<file path="src/rtl/fifo_read_arbiter.sv">
// Round-robin read arbiter draining CHANNELS FWFT FIFOs into one registered valid/ready stream.
// Define FIFO_READ_ARBITER_BURST_EN to let a channel keep the grant for up to BURST_LENGTH words.
module fifo_read_arbiter #(
  parameter int unsigned CHANNELS      = 4,
  parameter int unsigned WIDTH         = 8,
  parameter int unsigned BURST_LENGTH  = 4,
  parameter int unsigned CHANNELS_LOG2 = $clog2(CHANNELS)
) (
  input  logic                      i_clock,
  input  logic                      i_resetn,
  input  logic [CHANNELS-1:0]       i_fifo_empty,
  output logic [CHANNELS-1:0]       o_fifo_read_enable,
  input  logic [CHANNELS*WIDTH-1:0] i_fifo_read_data,
  output logic                      o_output_valid,
  input  logic                      i_output_ready,
  output logic [WIDTH-1:0]          o_output_data,
  output logic [CHANNELS_LOG2-1:0]  o_output_channel
);

  typedef enum logic {
    ST_EMPTY  = 1'b0,
    ST_LOADED = 1'b1
  } state_t;

  state_t                   r_state;
  state_t                   w_state_next;
  logic [CHANNELS_LOG2-1:0] r_last_grant;
  logic [CHANNELS_LOG2-1:0] r_channel;
  logic [WIDTH-1:0]         r_data;
  logic [CHANNELS_LOG2-1:0] w_rr_grant;
  logic                     w_rr_valid;
  logic [CHANNELS_LOG2-1:0] w_grant;
  logic                     w_grant_valid;
  logic [WIDTH-1:0]         w_grant_data;
  logic                     w_load;

  if (CHANNELS < 2 || BURST_LENGTH < 1) begin : g_bad_params
    $error("fifo_read_arbiter: CHANNELS must be >= 2 and BURST_LENGTH >= 1");
  end

  // First non-empty channel after the last grant, wrapping without a modulo.
  always_comb begin : p_rr_search
    int unsigned idx;
    idx        = 0;
    w_rr_grant = '0;
    w_rr_valid = 1'b0;
    for (int unsigned i = 1; i <= CHANNELS; i++) begin
      idx = 32'(r_last_grant) + i;
      if (idx >= CHANNELS) begin
        idx = idx - CHANNELS;
      end
      if (!w_rr_valid && !i_fifo_empty[CHANNELS_LOG2'(idx)]) begin
        w_rr_grant = CHANNELS_LOG2'(idx);
        w_rr_valid = 1'b1;
      end
    end
  end

`ifdef FIFO_READ_ARBITER_BURST_EN
  localparam int unsigned BCNT_W = $clog2(BURST_LENGTH + 1);

  logic [BCNT_W-1:0] r_burst_cnt;
  logic              w_hold;

  // A zero count means no grant has been issued yet, so nothing is held.
  assign w_hold = (r_burst_cnt != '0) && (r_burst_cnt < BCNT_W'(BURST_LENGTH)) &&
                  !i_fifo_empty[r_last_grant];
  assign w_grant       = w_hold ? r_last_grant : w_rr_grant;
  assign w_grant_valid = w_hold || w_rr_valid;

  always_ff @(posedge i_clock or negedge i_resetn) begin
    if (!i_resetn) begin
      r_burst_cnt <= '0;
    end else if (w_load) begin
      r_burst_cnt <= w_hold ? r_burst_cnt + BCNT_W'(1) : BCNT_W'(1);
    end
  end
`else
  assign w_grant       = w_rr_grant;
  assign w_grant_valid = w_rr_valid;
`endif

  // Head word of the granted channel.
  always_comb begin
    w_grant_data = '0;
    for (int unsigned c = 0; c < CHANNELS; c++) begin
      if (w_grant == CHANNELS_LOG2'(c)) begin
        w_grant_data = i_fifo_read_data[c*WIDTH +: WIDTH];
      end
    end
  end

  // Reset gates the pop so nothing is read while the register is being cleared.
  assign w_load = i_resetn && w_grant_valid && (!o_output_valid || i_output_ready);

  always_comb begin
    w_state_next       = r_state;
    o_fifo_read_enable = '0;
    if (w_load) begin
      o_fifo_read_enable[w_grant] = 1'b1;
    end
    case (r_state)
      ST_EMPTY: begin
        if (w_load) begin
          w_state_next = ST_LOADED;
        end
      end
      ST_LOADED: begin
        if (!w_load && i_output_ready) begin
          w_state_next = ST_EMPTY;
        end
      end
      default: w_state_next = ST_EMPTY;
    endcase
  end

  always_ff @(posedge i_clock or negedge i_resetn) begin
    if (!i_resetn) begin
      r_state <= ST_EMPTY;
    end else begin
      r_state <= w_state_next;
    end
  end

  always_ff @(posedge i_clock or negedge i_resetn) begin
    if (!i_resetn) begin
      r_data       <= '0;
      r_channel    <= '0;
      r_last_grant <= CHANNELS_LOG2'(CHANNELS - 1);
    end else if (w_load) begin
      r_data       <= w_grant_data;
      r_channel    <= w_grant;
      r_last_grant <= w_grant;
    end
  end

  assign o_output_valid   = (r_state == ST_LOADED);
  assign o_output_data    = r_data;
  assign o_output_channel = r_channel;

endmodule

</file>
<file path="config.mk">
export PLATFORM = sky130hd
export DESIGN_NAME = fifo_read_arbiter
export DESIGN_NICKNAME = d
export VERILOG_FILES = /design/src/rtl/fifo_read_arbiter.sv
export SDC_FILE = /design/constraint.sdc
export NUM_CORES = 1
export LEC_CHECK = 0
export CAP_MARGIN = 30
export CORE_MARGIN = 4
export CORE_UTILIZATION = 32
export CTS_BUF_LIST = sky130_fd_sc_hd__clkbuf_8 sky130_fd_sc_hd__clkbuf_16
export DETAILED_ROUTE_END_ITERATION = 8
export PLACE_DENSITY = 0.76
export SYNTH_ARGS = -nofsm -noshare
export SYNTH_HDL_FRONTEND = slang
export SYNTH_SLANG_ARGS = --single-unit
export TNS_END_PERCENT = 5
</file>
<file path="constraint.sdc">
create_clock -name i_clock -period 2.15 [get_ports i_clock]
set_clock_uncertainty 0.1 [all_clocks]
set_input_delay 0.5375 -clock i_clock [delete_from_list [all_inputs] [get_ports i_clock]]
set_output_delay 0.5375 -clock i_clock [all_outputs]
set_load 0.005 [all_outputs]
</file>
==> results.yml, run 1 <==
power_and_ir_drop:
  leakage_uw: 0.0007600
  ir_worst_vdd_mv: 0.4736
  power_density_nw_per_um2: 721.3
  power.total_uw: 1180
timing:
  worst_slack_ns: -0.3516
  fin_crit_ns: 2.502
  report.final.setup_viol: 11
  rsz0062_at_grt: "true"
  relSlewSlack: 0.8209
  fmax_ghz: 0.3997
  hold_violations: 0
  tightest_slew_ns: 0.2686
  drv_slew: 0
  fin_crit_sh: 1.164
synthesis:
  yosysMostFrequentCell: "dfrtp_1"
  async_flop_share: 1.000
  netlist.area_leader.share: 0.3400
  ys_seq_area_frac: 0.4049
  syn_inst: 86
  synth_common_cells: "11 x dfrtp_1, 9 x inv_1, 8 x nand2_1, 8 x o22ai_1"
  yosys.cell_types.count: 33
  ys_warn_count: 0
  synth_edf_count: 0
  synth.area.top_cells: "dfrtp_1 34%, mux2i_1 8.7%, a221oi_1 7.6%, dfstp_2 6.5%, o22ai_1 6.2%"
  synth_top_cell_by_area: "dfrtp_1"
  synthFlopType: "dfrtp_1"
  syn-cell-area_um2: 809.5
  ys_seq_elements: 13
  syn_nets: 125
  avgSynthCellArea_um2: 9.413
route:
  first_pass_iters: 4
  ant_nets: 0
  route.detailed.drc: 0
  vias_per_cell: 5.084
  routed_wl_um: 2854
  num_vias: 971
  drt_iter0_drc: 7
  wl_per_cell_um: 14.94
final_layout:
  finalNetCount: 203
  postLayoutCoreUtil: 0.7059
  layout-drive-gt1-share: 0.3436
  syn_to_final_growth_pct: 102.2
  multi_input_area_um2: 486.7
  final_area_um2: 1637
  finalNonFillerCells: 191
  antennaDiodeCount: 0
  regArea_um2: 327.8
  n_fill_cell: 177
worst_setup_path:
  arrival_ns: 1.86
  critPathRequiredTime_ns: 1.51
  crit_fanout: 5
  critPathSlowestCell: "dfstp_2"
  r2r_cells: 7
  max_stage_delay_ns: 0.58
  timing.critical_path.buf_inv: 2
  crit_family: "flip-flops"
  cp.depth: 7
  worstPathCellList: "nor2b_4, nor3_1, a221o_1, buf_4, or2_4, nor2_2, buf_2"
  start_kind: "flop"
  critical_path_class: "reg2out"
  crit_path_end_kind: "primary output"
clock_tree:
  tritoncts: "built"
  clkLatencyLatePin_ns: 0.23
  clk_pin_slew_ns: 0.05
  cts.sinks: 13
  cts_buffer_depth: 2
  ctsRootBufferMaster: "clkbuf_8"
  cts_inserted_buffers: 3
  htree_levels: 1
outcome:
  outcome: "finished, violations left"
  violations: "negative setup slack"
grt:
  grt_max_degree: 12
  grt_antenna_before_repair: 0
  grt_pass1_wl_um: 4340
  grt_pass1_vias: 1043
  grt_overflow_total: 0
  groute.usage.overall: 0.1682
placed_design:
  place_area_um2: 1520
  dpl.hpwl_um: 2162
  dp.cells: 183
  gp_congestion: 0.8604
  io_buffers: 53
die:
  core_um2: 2318
  die_h_um: 58.30
  initial_utilization: 0.3492
  die_area_um2: 3398
  fp.dieW_um: 58.30
  rows: 17
  ios: 54
job:
  maxCapViolations: 0
worst_hold_path:
  whs_path_depth: 2
  min_path_type: "reg2reg"
layer usage:
metal / wire length, µm / track usage
met4: 45 / 0.09934
met5: 0 / 0
met1: 1151 / 0.1853
met3: 248 / 0.04825
met2: 1408 / 0.2855
area by class of cell:
class                   instances  share of cell area
multi-input cells              59              0.2974
clock inverters                 1            0.002294
repair buffers                 77              0.4289
well taps                      28             0.02141
inverters                      10             0.02446
flip-flops and latches         13              0.2003
clock buffers                   3             0.02523
metrics by stage:
step           hold slack (ns)  TNS (ns)  worst slack [ns]
4_1_cts                 0.4027    -1.427           -0.3581
5_1_grt                 0.4121    -1.956           -0.4121
2_1_floorplan           0.1419  -0.09180          -0.09180
3_5_place_dp            0.3897    -9.797            -1.083
6_report                0.3994    -1.331           -0.3516
3_3_place_gp            0.3714    -9.213            -1.014
cells by family (layout without fill, tap and decap cells):
kind of cell	after synthesis	after routing	share of synthesized area
AND/OR/NAND/NOR	26	26	0.1762
multiplexers	9	9	0.1144
AO/OA/AOI/OAI	24	24	0.2272
flip-flops	13	13	0.4049
buffers and inverters	14	91	0.07727
sequential cells by signal, indices dropped and copies added (netlist names):
signal	cells
o_output_data	8
o_output_channel	2
r_last_grant	2
o_output_valid	1
tightest hold or removal path, cell delays in order (launching register included):
cell and delay [ns]:
dfrtp_1 0.35, nand2_1 0.06, nand2_1 0.06
worst paths after layout:
| path | startpoint | end | slack [ns] |
|---|---|---|---|
| worst max-delay path | r_last_grant[1]$_DFFE_PN1P_ | o_fifo_read_enable[2] | -0.35 |
| worst min-delay path | o_output_channel[1]$_DFFE_PN0P_ | o_output_channel[1]$_DFFE_PN0P_ | 0.40 |
| worst max register to register | r_last_grant[1]$_DFFE_PN1P_ | o_output_data[3]$_DFFE_PN0P_ | 0.06 |
| worst min register to register | o_output_channel[1]$_DFFE_PN0P_ | o_output_channel[1]$_DFFE_PN0P_ | 0.40 |
| max in group asynchronous | i_resetn | r_last_grant[0]$_DFFE_PN1P_ | 1.02 |
| min in group asynchronous | i_resetn | o_output_channel[1]$_DFFE_PN0P_ | 0.58 |
repair_timing:
action	in CTS	in global routing
buffers inserted	1	3
resized for setup	33	9
hold endpoints to repair	0	0
hold buffers	0	0
pin swaps	6	0
gates cloned	0	0
setup endpoints to repair	14	12
report_power, final:
group	internal, µW	leakage (µW)	total [µW]	switching (µW)
Sequential	324	0.000144	378	54.3
Combinational	378	0.000589	598	221
Clock	125	0.0000269	204	78.3
cell usage in the layout (no fill, tap or decap), types with 2 or more instances in the layout:
cell | synthesis | routed
a221o_1 | 2 | 2
mux2_2 | 2 | 2
nand2_1 | 8 | 8
buf_6 | 1 | 2
nor2_1 | 5 | 4
clkdlybuf4s50_1 | 0 | 45
clkbuf_8 | 0 | 3
a22o_1 | 2 | 2
mux2i_1 | 7 | 7
o22ai_1 | 8 | 8
inv_1 | 9 | 9
buf_4 | 0 | 22
buf_2 | 2 | 4
dfrtp_1 | 11 | 11
a221oi_2 | 0 | 6
dfstp_2 | 2 | 2
(Power assumes the default switching activity.)
==> run 2: changes to the inputs <==
ABC_AREA = 0   (was default)
HOLD_SLACK_MARGIN = 0.06   (was default)
SETUP_SLACK_MARGIN = 0.5   (was default)
==> run 2 against run 1 <==
Net effect:
- the flow still finishes with violations (negative setup slack)
- first-iteration DRC count up 57%
- sequential power is essentially flat
- critical path depth unchanged
- maximum frequency decreased by 0.30%
- power down 3.5%
- largest cell class unchanged
- largest power group unchanged
- highest routed layer unchanged
==> results.yml, run 2 (same netlist as run 1, synthesis figures left out) <==
final_layout:
  layout-drive-gt1-share: 0.3497
  finalNetCount: 203
  layout_commonest_cell: "clkdlybuf4s50_1"
  n_fill_cell: 181
  syn_to_final_growth_pct: 100.8
  postLayoutCoreUtil: 0.7010
  antennaDiodeCount: 0
  mostFrequentLayoutCells: "34 x clkdlybuf4s50_1, 22 x buf_4, 12 x dlygate4sd2_1"
  largest_reg_flops: 8
worst_setup_path:
  worstPathCellList: "nor2b_4, nor3_1, a221o_1, buf_4, or2_4, nor2_2, buf_2"
  r2r_cells: 7
  crit_start: "r_last_grant[1]$_DFFE_PN1P_"
  critPathRequiredTime_ns: 1.51
  reg2reg_to: "o_output_data[3]$_DFFE_PN0P_"
  r2r_setup_slack_ns: 0.06
  start_kind: "flop"
  crit_path_end_kind: "primary output"
  max_stage_delay_ns: 0.58
  r2r-start: "r_last_grant[1]$_DFFE_PN1P_"
  arrival_ns: 1.87
  critical_path_class: "reg2out"
  critPathSlowestCell: "dfstp_2"
  crit_fanout: 5
  endpoint: "o_fifo_read_enable[2]"
outcome:
  outcome: "finished, violations left"
  violations: "negative setup slack"
clock_tree:
  clk_pin_slew_ns: 0.05
  htree_levels: 1
  cts_buffer_depth: 2
  cts.sinks: 13
  ctsRootBufferMaster: "clkbuf_8"
  clkLatencyLatePin_ns: 0.23
  tritoncts: "built"
  postCtsHoldBufs: 0
  cts_inserted_buffers: 3
power_and_ir_drop:
  power_density_nw_per_um2: 700.8
  leakage_uw: 0.0007679
  swShare: 0.3107
  seq_power_share: 0.330
  power.total_uw: 1139
  intPower_uw: 785.1
  ir_worst_vdd_mv: 0.4566
  switchingPower_uw: 353.9
  clkPwrFrac: 0.179
  p_comb_frac: 0.491
timing:
  worst_slack_ns: -0.3591
  drv_slew: 0
  setup_tns_ns: -1.358
  report.final.setup_viol: 11
  hold_ws_ns: 0.3956
  fin_crit_sh: 1.167
  fmax_ghz: 0.3985
  tightest_slew_ns: 0.2689
  relSlewSlack: 0.8207
  hold_violations: 0
  fin_crit_ns: 2.509
  rsz0062_at_grt: "true"
route:
  wl_per_cell_um: 15.14
  ant_nets: 0
  route.detailed.drc: 0
  first_pass_iters: 4
  num_vias: 970
  drt_iter0_drc: 11
  routed_wl_um: 2891
  vias_per_cell: 5.079
die:
  fp.dieW_um: 58.30
  initial_utilization: 0.3492
  die_h_um: 58.30
  die_area_um2: 3398
  rows: 17
  core_um2: 2318
  ios: 54
grt:
  groute.usage.overall: 0.1696
  grt_pass1_wl_um: 4367
  grt_antenna_before_repair: 0
  grt_overflow_total: 0
  grt_max_degree: 12
  grt_pass1_vias: 1055
placed_design:
  gp_congestion: 0.8604
  io_buffers: 53
  dpl.hpwl_um: 2162
  dp_slack_ns: -1.083
job:
  maxCapViolations: 0
worst_hold_path:
  min_path_type: "reg2reg"
  whs_path_depth: 2
[run 2: changes by cell type in the layout (fill, tap and decap cells not counted), sizes merged]
cell / change
dlygate4sd2: +11
clkdlybuf4s50: -11
[run 2: per-stage QoR]
stage | cells | area [µm²]
floorplan | 86 | 817.0
global placement | 183 | 1520
detailed placement | 183 | 1520
CTS | 188 | 1568
global route | 191 | 1625
finish | 191 | 1625
[run 2: cell type report]
class	instances	area, µm²	share of cell area
repair buffers	77	688.2	0.4234
multi-input cells	59	489.2	0.3010
flip-flops and latches	13	327.8	0.2017
clock buffers	3	41.29	0.02540
inverters	10	40.04	0.02463
well taps	28	35.03	0.02156
clock inverters	1	3.754	0.002309
[run 2: power by group through the flow]
| stage | Sequential, µW | Combinational (µW) | Clock [µW] |
|---|---|---|---|
| after floorplan | 376 | 216 | 0 |
| after CTS | 376 | 508 | 209 |
| after detailed placement | 378 | 530 | 0 |
| after global routing | 386 | 604 | 222 |
| final | 376 | 559 | 204 |
| after global placement | 376 | 517 | 0 |
[run 2: worst max-delay path: cells and delay by family (launching register included)]
family,cells,cell delay (ns)
AO/OA/AOI/OAI,1,0.30
buffers and inverters,2,0.26
flip-flops,1,0.58
AND/OR/NAND/NOR,4,0.49
[run 2: how the worst min path moves through the flow]
stage	slack (ns)	start	endpoint
6_report	0.40	o_output_channel[1]$_DFFE_PN0P_	o_output_channel[1]$_DFFE_PN0P_
4_1_cts	0.40	o_output_channel[1]$_DFFE_PN0P_	o_output_channel[1]$_DFFE_PN0P_
3_5_place_dp	0.39	o_output_channel[1]$_DFFE_PN0P_	o_output_channel[1]$_DFFE_PN0P_
2_1_floorplan	0.14	i_resetn	o_output_channel[0]$_DFFE_PN0P_
5_1_grt	0.41	o_output_channel[1]$_DFFE_PN0P_	o_output_channel[1]$_DFFE_PN0P_
3_3_place_gp	0.37	o_output_channel[1]$_DFFE_PN0P_	o_output_channel[1]$_DFFE_PN0P_
[run 2: timing repair]
| item | 4_1_cts | 5_1_grt |
|---|---|---|
| buffers inserted | 1 | 3 |
| pin swaps | 6 | 0 |
| setup endpoints to repair | 27 | 16 |
| gates resized for setup | 45 | 9 |
[run 2: routing by layer]
metal	GRT usage	routed length, µm	up-vias
met5	0	0	-
met4	0.1093	45	0
met3	0.04825	246	4
met2	0.2839	1438	48
met1	0.1866	1160	446
li1	-	-	472
==> run 3: changes to the inputs <==
ABC_AREA = default   (was 0)
==> results of run 3 <==
Same layout as run 2: the final DEF is identical, and so are final timing and power.
